`src/rtl/dec_comparator_pipe.sv`:
```
// Two-stage pipelined codeword comparator: masked XOR in S1, equality/popcount/lowest-index in S2,
// plus a saturating count of mismatching results delivered downstream.
module dec_comparator_pipe #(
   parameter int unsigned  DATA_WIDTH = 32,
   parameter int unsigned  MODE_W     = 2,
   parameter int unsigned  CNT_WIDTH  = 16,
   localparam int unsigned IDX_W      = $clog2(DATA_WIDTH),
   localparam int unsigned CW         = IDX_W + 1
) (
   input  logic                  clk,
   input  logic                  rst,
   input  logic                  in_valid,
   output logic                  in_ready,
   input  logic [DATA_WIDTH-1:0] A,
   input  logic [DATA_WIDTH-1:0] B,
   input  logic [MODE_W-1:0]     codeword_width,
   output logic                  out_valid,
   input  logic                  out_ready,
   output logic                  isEqual,
   output logic [CW-1:0]         mismatch_cnt,
   output logic [IDX_W-1:0]      first_idx,
   input  logic                  clr_cnt,
   output logic [CNT_WIDTH-1:0]  err_cnt
);

   logic                  s1_valid_q, s1_valid_d;
   logic [DATA_WIDTH-1:0] s1_x_q, s1_x_d;
   logic                  s2_valid_q, s2_valid_d;
   logic                  s2_eq_q, s2_eq_d;
   logic [CW-1:0]         s2_cnt_q, s2_cnt_d;
   logic [IDX_W-1:0]      s2_idx_q, s2_idx_d;
   logic [CNT_WIDTH-1:0]  err_q, err_d;

   logic                  advance_c;
   logic                  accept_c;
   logic [DATA_WIDTH-1:0] mask_c;
   int unsigned           eff_w_c;
   logic [CW-1:0]         pop_c;
   logic [IDX_W-1:0]      idx_c;
   logic                  found_c;

   // Effective width is 8 << mode, clamped to DATA_WIDTH before the shift can overflow.
   always_comb begin
      eff_w_c = DATA_WIDTH;
      if (32'(codeword_width) + 32'd3 < IDX_W) begin
         eff_w_c = 32'd8 << codeword_width;
      end
      mask_c = '0;
      for (int unsigned i = 0; i < DATA_WIDTH; i++) begin
         mask_c[i] = (i < eff_w_c);
      end
   end

   // Popcount and lowest set bit of the S1 difference vector.
   always_comb begin
      pop_c   = '0;
      idx_c   = '0;
      found_c = 1'b0;
      for (int unsigned i = 0; i < DATA_WIDTH; i++) begin
         if (s1_x_q[i]) begin
            pop_c = pop_c + CW'(1);
            if (!found_c) begin
               idx_c   = IDX_W'(i);
               found_c = 1'b1;
            end
         end
      end
   end

   // Global-stall pipeline control and error counter next state.
   always_comb begin
      advance_c  = !s2_valid_q || out_ready;
      in_ready   = advance_c;
      accept_c   = in_valid && advance_c;
      s1_valid_d = s1_valid_q;
      s1_x_d     = s1_x_q;
      s2_valid_d = s2_valid_q;
      s2_eq_d    = s2_eq_q;
      s2_cnt_d   = s2_cnt_q;
      s2_idx_d   = s2_idx_q;
      err_d      = err_q;

      if (advance_c) begin
         s1_valid_d = accept_c;
         if (accept_c) begin
            s1_x_d = (A ^ B) & mask_c;
         end
         s2_valid_d = s1_valid_q;
         if (s1_valid_q) begin
            s2_eq_d  = (s1_x_q == '0);
            s2_cnt_d = pop_c;
            s2_idx_d = idx_c;
         end
      end

      // Clear takes priority over a same-cycle increment.
      if (clr_cnt) begin
         err_d = '0;
      end else if (s2_valid_q && out_ready && !s2_eq_q && (err_q != '1)) begin
         err_d = err_q + CNT_WIDTH'(1);
      end
   end

   always_ff @(posedge clk or negedge rst) begin
      if (!rst) begin
         s1_valid_q <= 1'b0;
         s1_x_q     <= '0;
         s2_valid_q <= 1'b0;
         s2_eq_q    <= 1'b0;
         s2_cnt_q   <= '0;
         s2_idx_q   <= '0;
         err_q      <= '0;
      end else begin
         s1_valid_q <= s1_valid_d;
         s1_x_q     <= s1_x_d;
         s2_valid_q <= s2_valid_d;
         s2_eq_q    <= s2_eq_d;
         s2_cnt_q   <= s2_cnt_d;
         s2_idx_q   <= s2_idx_d;
         err_q      <= err_d;
      end
   end

   assign out_valid    = s2_valid_q;
   assign isEqual      = s2_eq_q;
   assign mismatch_cnt = s2_cnt_q;
   assign first_idx    = s2_idx_q;
   assign err_cnt      = err_q;

endmodule
```
`config.mk`:
```
export PLATFORM = sky130hd
export DESIGN_NAME = dec_comparator_pipe
export DESIGN_NICKNAME = d
export VERILOG_FILES = /design/src/rtl/dec_comparator_pipe.sv
export SDC_FILE = /design/constraint.sdc
export NUM_CORES = 1
export LEC_CHECK = 0
export BUFFER_PORTS_ARGS = -buffer_cell sky130_fd_sc_hd__buf_2
export CORE_MARGIN = 2
export CORE_UTILIZATION = 26
export CTS_CLUSTER_DIAMETER = 60
export DETAILED_ROUTE_END_ITERATION = 6
export PLACE_DENSITY_LB_ADDON = 0.3
export SLEW_MARGIN = 20
export SYNTH_ARGS = -nofsm -noshare
export SYNTH_HDL_FRONTEND = slang
export SYNTH_SLANG_ARGS = --single-unit
```
`constraint.sdc`:
```
create_clock -name clk -period 27.3 [get_ports clk]
set_clock_uncertainty 0.2 [all_clocks]
set_input_delay 5.46 -clock clk [delete_from_list [all_inputs] [get_ports clk]]
set_output_delay 5.46 -clock clk [all_outputs]
set_load 0.02 [all_outputs]
```
==> impl_results.md, run 1 <==
* Adder-Cell Fraction of Synth Area at 0.0511
* Synth unique cells at 100
* CP arrival at between 15000 and 20000 ps
* Initial drt markers at between 500 and 600
* Syn nets at roughly 1200
* Fmax at between 0.05 and 0.06 GHz
* RSZ-0062 raised after global routing: no
* Vias in the first global route at approximately 7700
* Hold Path Class: reg -> reg
* Synth Area in Compound Gates at 0.213
* Reg clk slew, reported paths at approximately 60 ps
* EDFF count, synth at 0
* Root Buffer: clkbuf_16
* Crit-path max FO at 8
* Sequential area share after synthesis at 0.177
* TNS Setup at 0 ps
* Final Setup Violations at 0
* TritonCTS clock tree: yes
* Ys Warns at 0
* Die width at between 150 and 200 um
* Drt wl/cell at between 10 and 15 um
* Synth top area cells: dfrtp_1 (18%), xnor2_1 (9.4%), nand2_1 (7.5%)
* Post-DP HPWL at between 15000 and 20000 um
* Critical Path RT at 27350 ps
* Fillers at around 3700
* Initial Utilization at 0.263
* Inserted Clock Buffers at 9
* Most used flip-flop cell after synthesis: dfrtp_1
* First drt pass iteration count at 5
* CTS sink cnt at 62
* Post-layout net count at 1287
* Multiplexer share of the synthesized area at 0.0315
* Via count at between 7000 and 8000
* Most frequent cell after synthesis: nand2_1
* Post-Syn Area at 8770 um^2
* Hold-fix buffers at CTS at 0
* Post-CTS setup buffers at 0
* Die area at 35200 um^2
* Number of max-cap violations at 0
* Slowest cell on the critical path: ha_1
* Hold_ws at about 280 ps
* Clock Latency Late Sink at ~350 ps
* H-tree level count at 3
* Yosys top cell area share at 0.177
* Synth top cells by count: nand2_1 (175), nor2_1 (102), xnor2_1 (94), o21ai_0 (74), xor2_1 (70)
* Tcrit/Tclk final at 0.619
* Simple-gate share of the synthesized area at 0.235
* Outcome: finished, final reports clean
* CP peak stage delay at ~440 ps
* Placed Area at ~9600 um^2
* Area growth syn-to-layout at 12.8%
* Residual DRC at 0
* Tot GR Track Use at 0.130
* XOR/XNOR Fraction of Synth Area at 0.243
* Total grt overflow at 0
* CTS resizes at 0
* Initial antenna violation count at 0
* Routed Antenna Nets at 0
* CTS Buffer Depth at 2
* Final wirelength at around 23000 um
* Core Region at between 30000 and 40000 um^2
* Synth async-reset ratio at 1.00
* Tightest Pin Transition at a little under 1000 ps
* I/O pin cnt at about 100
* Crit Path Class: reg -> reg
* Die height at about 190 um
* Share of cells above drive strength 1 at 0.148
* Worst setup EP type: register
* Largest net degree at the start of global routing at 66
* Synthesized instance count at around 1100
* Min Clock Period, post-route at about 17000 ps
* Max-slew violations at 0
* Worst slew margin at 0.322
* Crit-path most repeated cell: ha_1
* Post-route cell area at between 9000 and 10000 um^2
* Syn avg cell area at about 7.7 um^2
* Largest family of logic cells by synthesized area: XOR/XNOR gates
* Row Count at 67
* Crit path launch type: register
* Final Hold Violating Endpoints at 0
* Diodes inserted at 0
* Via-to-Cell Ratio at between 4 and 5
* Largest area contributor in the netlist: dfrtp_1
* Buffers on Ports at 100
* First-pass GRT wire length at 38800 um
* Placer congestion estimate at 0.816
* FF+latch count, synth at 62
cell type report:
type,count,area (um^2),share of cell area
Sequential cell,62,1550,0.157
Clock inverter,3,67.6,0.00683
Tap cell,448,561,0.0566
Timing Repair Buffer,101,508,0.0513
Clock buffer,13,250,0.0253
Multi-Input combinational cell,965,6800,0.687
Inverter,42,163,0.0164
cell usage in the layout, fill, tap and decap left out, types with 7 or more instances in the layout:
| master | Yosys | routed |
|---|---|---|
| or3_1 | 9 | 9 |
| nor3b_1 | 8 | 8 |
| a21oi_1 | 55 | 55 |
| inv_1 | 38 | 38 |
| and2_1 | 8 | 8 |
| nand3_1 | 32 | 32 |
| ha_1 | 35 | 35 |
| buf_2 | 5 | 100 |
| nor2_1 | 102 | 102 |
| nor3_1 | 21 | 21 |
| o21a_1 | 7 | 7 |
| mux2i_1 | 13 | 13 |
| nand2b_1 | 18 | 18 |
| o21ai_0 | 74 | 74 |
| dfrtp_1 | 62 | 62 |
| a221oi_1 | 7 | 7 |
| and3_1 | 9 | 9 |
| o22ai_1 | 11 | 11 |
| mux2_2 | 8 | 8 |
| xnor2_1 | 94 | 94 |
| nor2b_1 | 12 | 12 |
| nand4_1 | 11 | 11 |
| xnor3_1 | 9 | 9 |
| o31ai_1 | 17 | 17 |
| xor2_1 | 70 | 70 |
| xnor2_2 | 7 | 7 |
| a21o_1 | 7 | 7 |
| nand2_1 | 175 | 174 |
| nor4_1 | 8 | 8 |
| a31oi_1 | 10 | 10 |
| clkbuf_16 | 0 | 9 |
critical path: cells and delay by family, from the launching register on:
family | cells | cell delay [ps]
adders and majority gates | 16 | 5170
AOI/OAI and AO/OA | 29 | 5010
xor gates and xnor gates | 14 | 2480
and+or+nand+nor | 19 | 1900
muxes | 6 | 1440
DFF | 1 | 370
buffers and inverters | 2 | 190
final timing paths:
path	slack, ps	depth (start not counted)	end	from
max	10410	86	mismatch_cnt[5]	s1_x_q[0]
min	280	2	mismatch_cnt[4]	mismatch_cnt[4]
max reg2reg	10410	86	mismatch_cnt[5]	s1_x_q[0]
min in group asynchronous	5090	2	s1_x_q[3]	rst
min reg2reg	280	2	mismatch_cnt[4]	mismatch_cnt[4]
max in group asynchronous	21220	2	s1_x_q[18]	rst
cells by family (layout without fill, tap and decap cells):
family,Yosys count,in the layout
compound gates,270,270
xor+xnor,195,195
fa+ha+maj,36,36
buf+inv,106,159
flops,62,62
mux,24,24
simple gates,440,440
registers in the layout, indices dropped and copies added, names as in the netlist:
register,count
s1_x_q,32
err_cnt,16
mismatch_cnt,6
first_idx,5
isEqual,1
out_valid,1
s1_valid_q,1
through the flow:
stage | instances | worst slack (ps) | util
2_1_floorplan | 1133 | 12170 | -
3_3_place_gp | 1618 | 10980 | 0.287
3_5_place_dp | 1618 | 10460 | 0.287
4_1_cts | 1634 | 10400 | 0.297
5_1_grt | 1634 | 8890 | 0.297
6_report | 1634 | 10410 | 0.297
metal layers:
| layer | routed length (um) | track usage | vias up |
|---|---|---|---|
| li1 | - | - | 4086 |
| met5 | 0 | 0 | - |
| met2 | 10100 | 0.211 | 127 |
| met3 | 714 | 0.0167 | 22 |
| met1 | 11500 | 0.182 | 3721 |
| met4 | 410 | 0.0348 | 0 |
Power of run 1 is left out: the tool's default activity adds up to more than one toggle a clock period on the data nets, which glitch-free logic cannot reach.
==> run 2, diff against run 1 <==
==> constraint.sdc (replaced) <==
create_clock -name clk -period 16.6 [get_ports clk]
set_clock_uncertainty 0.2 [all_clocks]
set_input_delay 3.32 -clock clk [delete_from_list [all_inputs] [get_ports clk]]
set_output_delay 3.32 -clock clk [all_outputs]
set_load 0.02 [all_outputs]
==> run 2 against run 1 <==
  * Global-route usage about the same
  * Sequential share of layout area decreased by 0.50 points
  * Sequential cell count did not move
  * Core utilization rose by 0.98 points
  * Non-clock buffer count rose by 19
  * Via count increased by 0.98%
  * Wire length up 1.6%
  * Highest routed layer unchanged
  * Fmax is 7.4% higher
  * Critical path type unchanged
==> impl_results.md, run 2 (same netlist as run 1, synthesis figures left out) <==
* Diodes inserted at 0 (unchanged)
* CTS sink cnt at 62 (unchanged)
* Via count at 8034 (+0.98%)
* Final Setup Violations at 0 (unchanged)
* Clock Latency Late Sink at 340 ps (about the same)
* Placer congestion estimate at 0.819 (+0.38%)
* Hold-fix buffers at CTS at 0 (unchanged)
* Residual DRC at 0 (unchanged)
* Drt wl/cell at 14.0 um (+0.45%)
* Crit-path max FO at 4 (-4)
* H-tree level count at 3 (unchanged)
* Initial antenna violation count at 0 (unchanged)
* Number of max-cap violations at 0 (unchanged)
* Critical Path RT at 16650 ps (-10700 ps)
* Slowest cell on the critical path: dfrtp_1
* TritonCTS clock tree: yes
* Tot GR Track Use at 0.131 (+0.000329)
* First drt pass iteration count at 5 (unchanged)
* Min Clock Period, post-route at 15720 ps (-1170 ps)
* Initial Utilization at 0.263 (unchanged)
* Via-to-Cell Ratio at 4.86 (-0.18%)
* Hold Path Class: reg -> reg
* CTS Buffer Depth at 2 (unchanged)
* Worst setup EP type: register
* Final wirelength at 23100 um (+1.6%)
* Largest net degree at the start of global routing at 66 (unchanged)
* Crit Path Class: reg -> reg
* Initial drt markers at 469 (-7.5%)
* Setup WS post-layout at 879 ps (-9530 ps)
* Largest register FFs at 32 (unchanged)
* Routed Antenna Nets at 0 (unchanged)
* Max-slew violations at 0 (unchanged)
* Outcome: finished, final reports clean
* I/O pin cnt at 101 (unchanged)
* Post-DP HPWL at 17600 um (-0.87%)
* Crit-path most repeated cell: ha_1
* Vias in the first global route at 7760 (+0.82%)
* Area growth syn-to-layout at 16.6%
* Final Hold Violating Endpoints at 0 (unchanged)
* Share of cells above drive strength 1 at 0.189 (+0.0408)
* Placed Area at 9610 um^2 (+0.31%)
* Fmax at 0.0636 GHz (+7.4%)
* Biggest register: s1_x_q
* Die height at 188 um (unchanged)
* CP peak stage delay at 410 ps (-30 ps)
* Die area at 35200 um^2 (unchanged)
* Most frequent cells in the layout: nand2_1 (168), nor2_1 (101), buf_2 (100)
* Most common cell after layout, fill and taps aside: nand2_1
* Core Region at 33400 um^2 (unchanged)
* Crit path launch type: register
* Reg clk slew, reported paths at 60 ps (about the same)
* Buffers on Ports at 100 (unchanged)
* Worst slew margin at 0.343 (+0.0209)
* Post-layout net count at 1306 (+1.5%)
* Row Count at 67 (unchanged)
* Die width at 188 um (unchanged)
* Post-place setup slack at -25.1 ps (-10480 ps)
* Inserted Clock Buffers at 9 (unchanged)
* Total grt overflow at 0 (unchanged)
* Post-route cell area at 10200 um^2 (+3.3%)
* Root Buffer: clkbuf_16
* Tcrit/Tclk final at 0.947 (+0.328)
* First-pass GRT wire length at 39000 um (+0.34%)
* Tightest Pin Transition at 960 ps (-30.6 ps)
* CP arrival at 15770 ps (-1170 ps)
==> run 2: what timing repair did <==
item                       CTS  global route
setup endpoints to repair    1             5
pin swaps                    0            28
resized for setup            1            41
setup buffers                0            15
==> run 2: path summary, 6_finish.rpt <==
kind | from | end | slack, ps | cells past startpoint
setup / recovery | s1_x_q[0] | mismatch_cnt[5] | 880 | 86
hold / removal | first_idx[1] | first_idx[1] | 280 | 2
setup reg to reg | s1_x_q[0] | mismatch_cnt[5] | 880 | 86
hold reg to reg | first_idx[1] | first_idx[1] | 280 | 2
max in group asynchronous | rst | s1_x_q[17] | 12660 | 2
min in group asynchronous | rst | s1_x_q[3] | 2950 | 2
==> run 2: final cells by class <==
cell class / count / area [um^2]
Fill cell: 3645 / 23100
Multi-Input combinational cell: 965 / 6970
Sequential cell: 62 / 1550
Timing Repair Buffer: 120 / 651
Tap cell: 448 / 561
Clock buffer: 10 / 239
Inverter: 42 / 163
Clock inverter: 6 / 93.8
==> run 2: per-layer routing <==
| layer | up-vias | part of all wire | track usage |
|---|---|---|---|
| li1 | 4138 | - | - |
| met1 | 3737 | 0.51 | 0.183 |
| met2 | 133 | 0.45 | 0.215 |
| met3 | 26 | 0.023 | 0.0122 |
| met4 | 0 | 0.016 | 0.0336 |
| met5 | - | 0 | 0 |
==> run 2: per-stage QoR <==
step / cells / TNS (ps) / utilization / hold WS, ps
2_1_floorplan: 1133 / 0 / - / 251
3_3_place_gp: 1622 / 0 / 0.288 / 265
3_5_place_dp: 1622 / -25.1 / 0.288 / 271
4_1_cts: 1638 / 0 / 0.298 / 287
5_1_grt: 1653 / -378 / 0.307 / 325
6_report: 1653 / 0 / 0.307 / 281
==> run 2: worst max-delay path: cells and delay by family, from the launching register on <==
family,cells,cell delay [ps]
adder cells (fa/ha/maj),16,4680
flip-flops,1,410
multiplexers,7,1480
AO/OA/AOI/OAI,28,4290
AND/OR/NAND/NOR,18,1740
buffers and inverters,3,340
XOR/XNOR,14,2460
Power of run 2 is left out for the same reason.
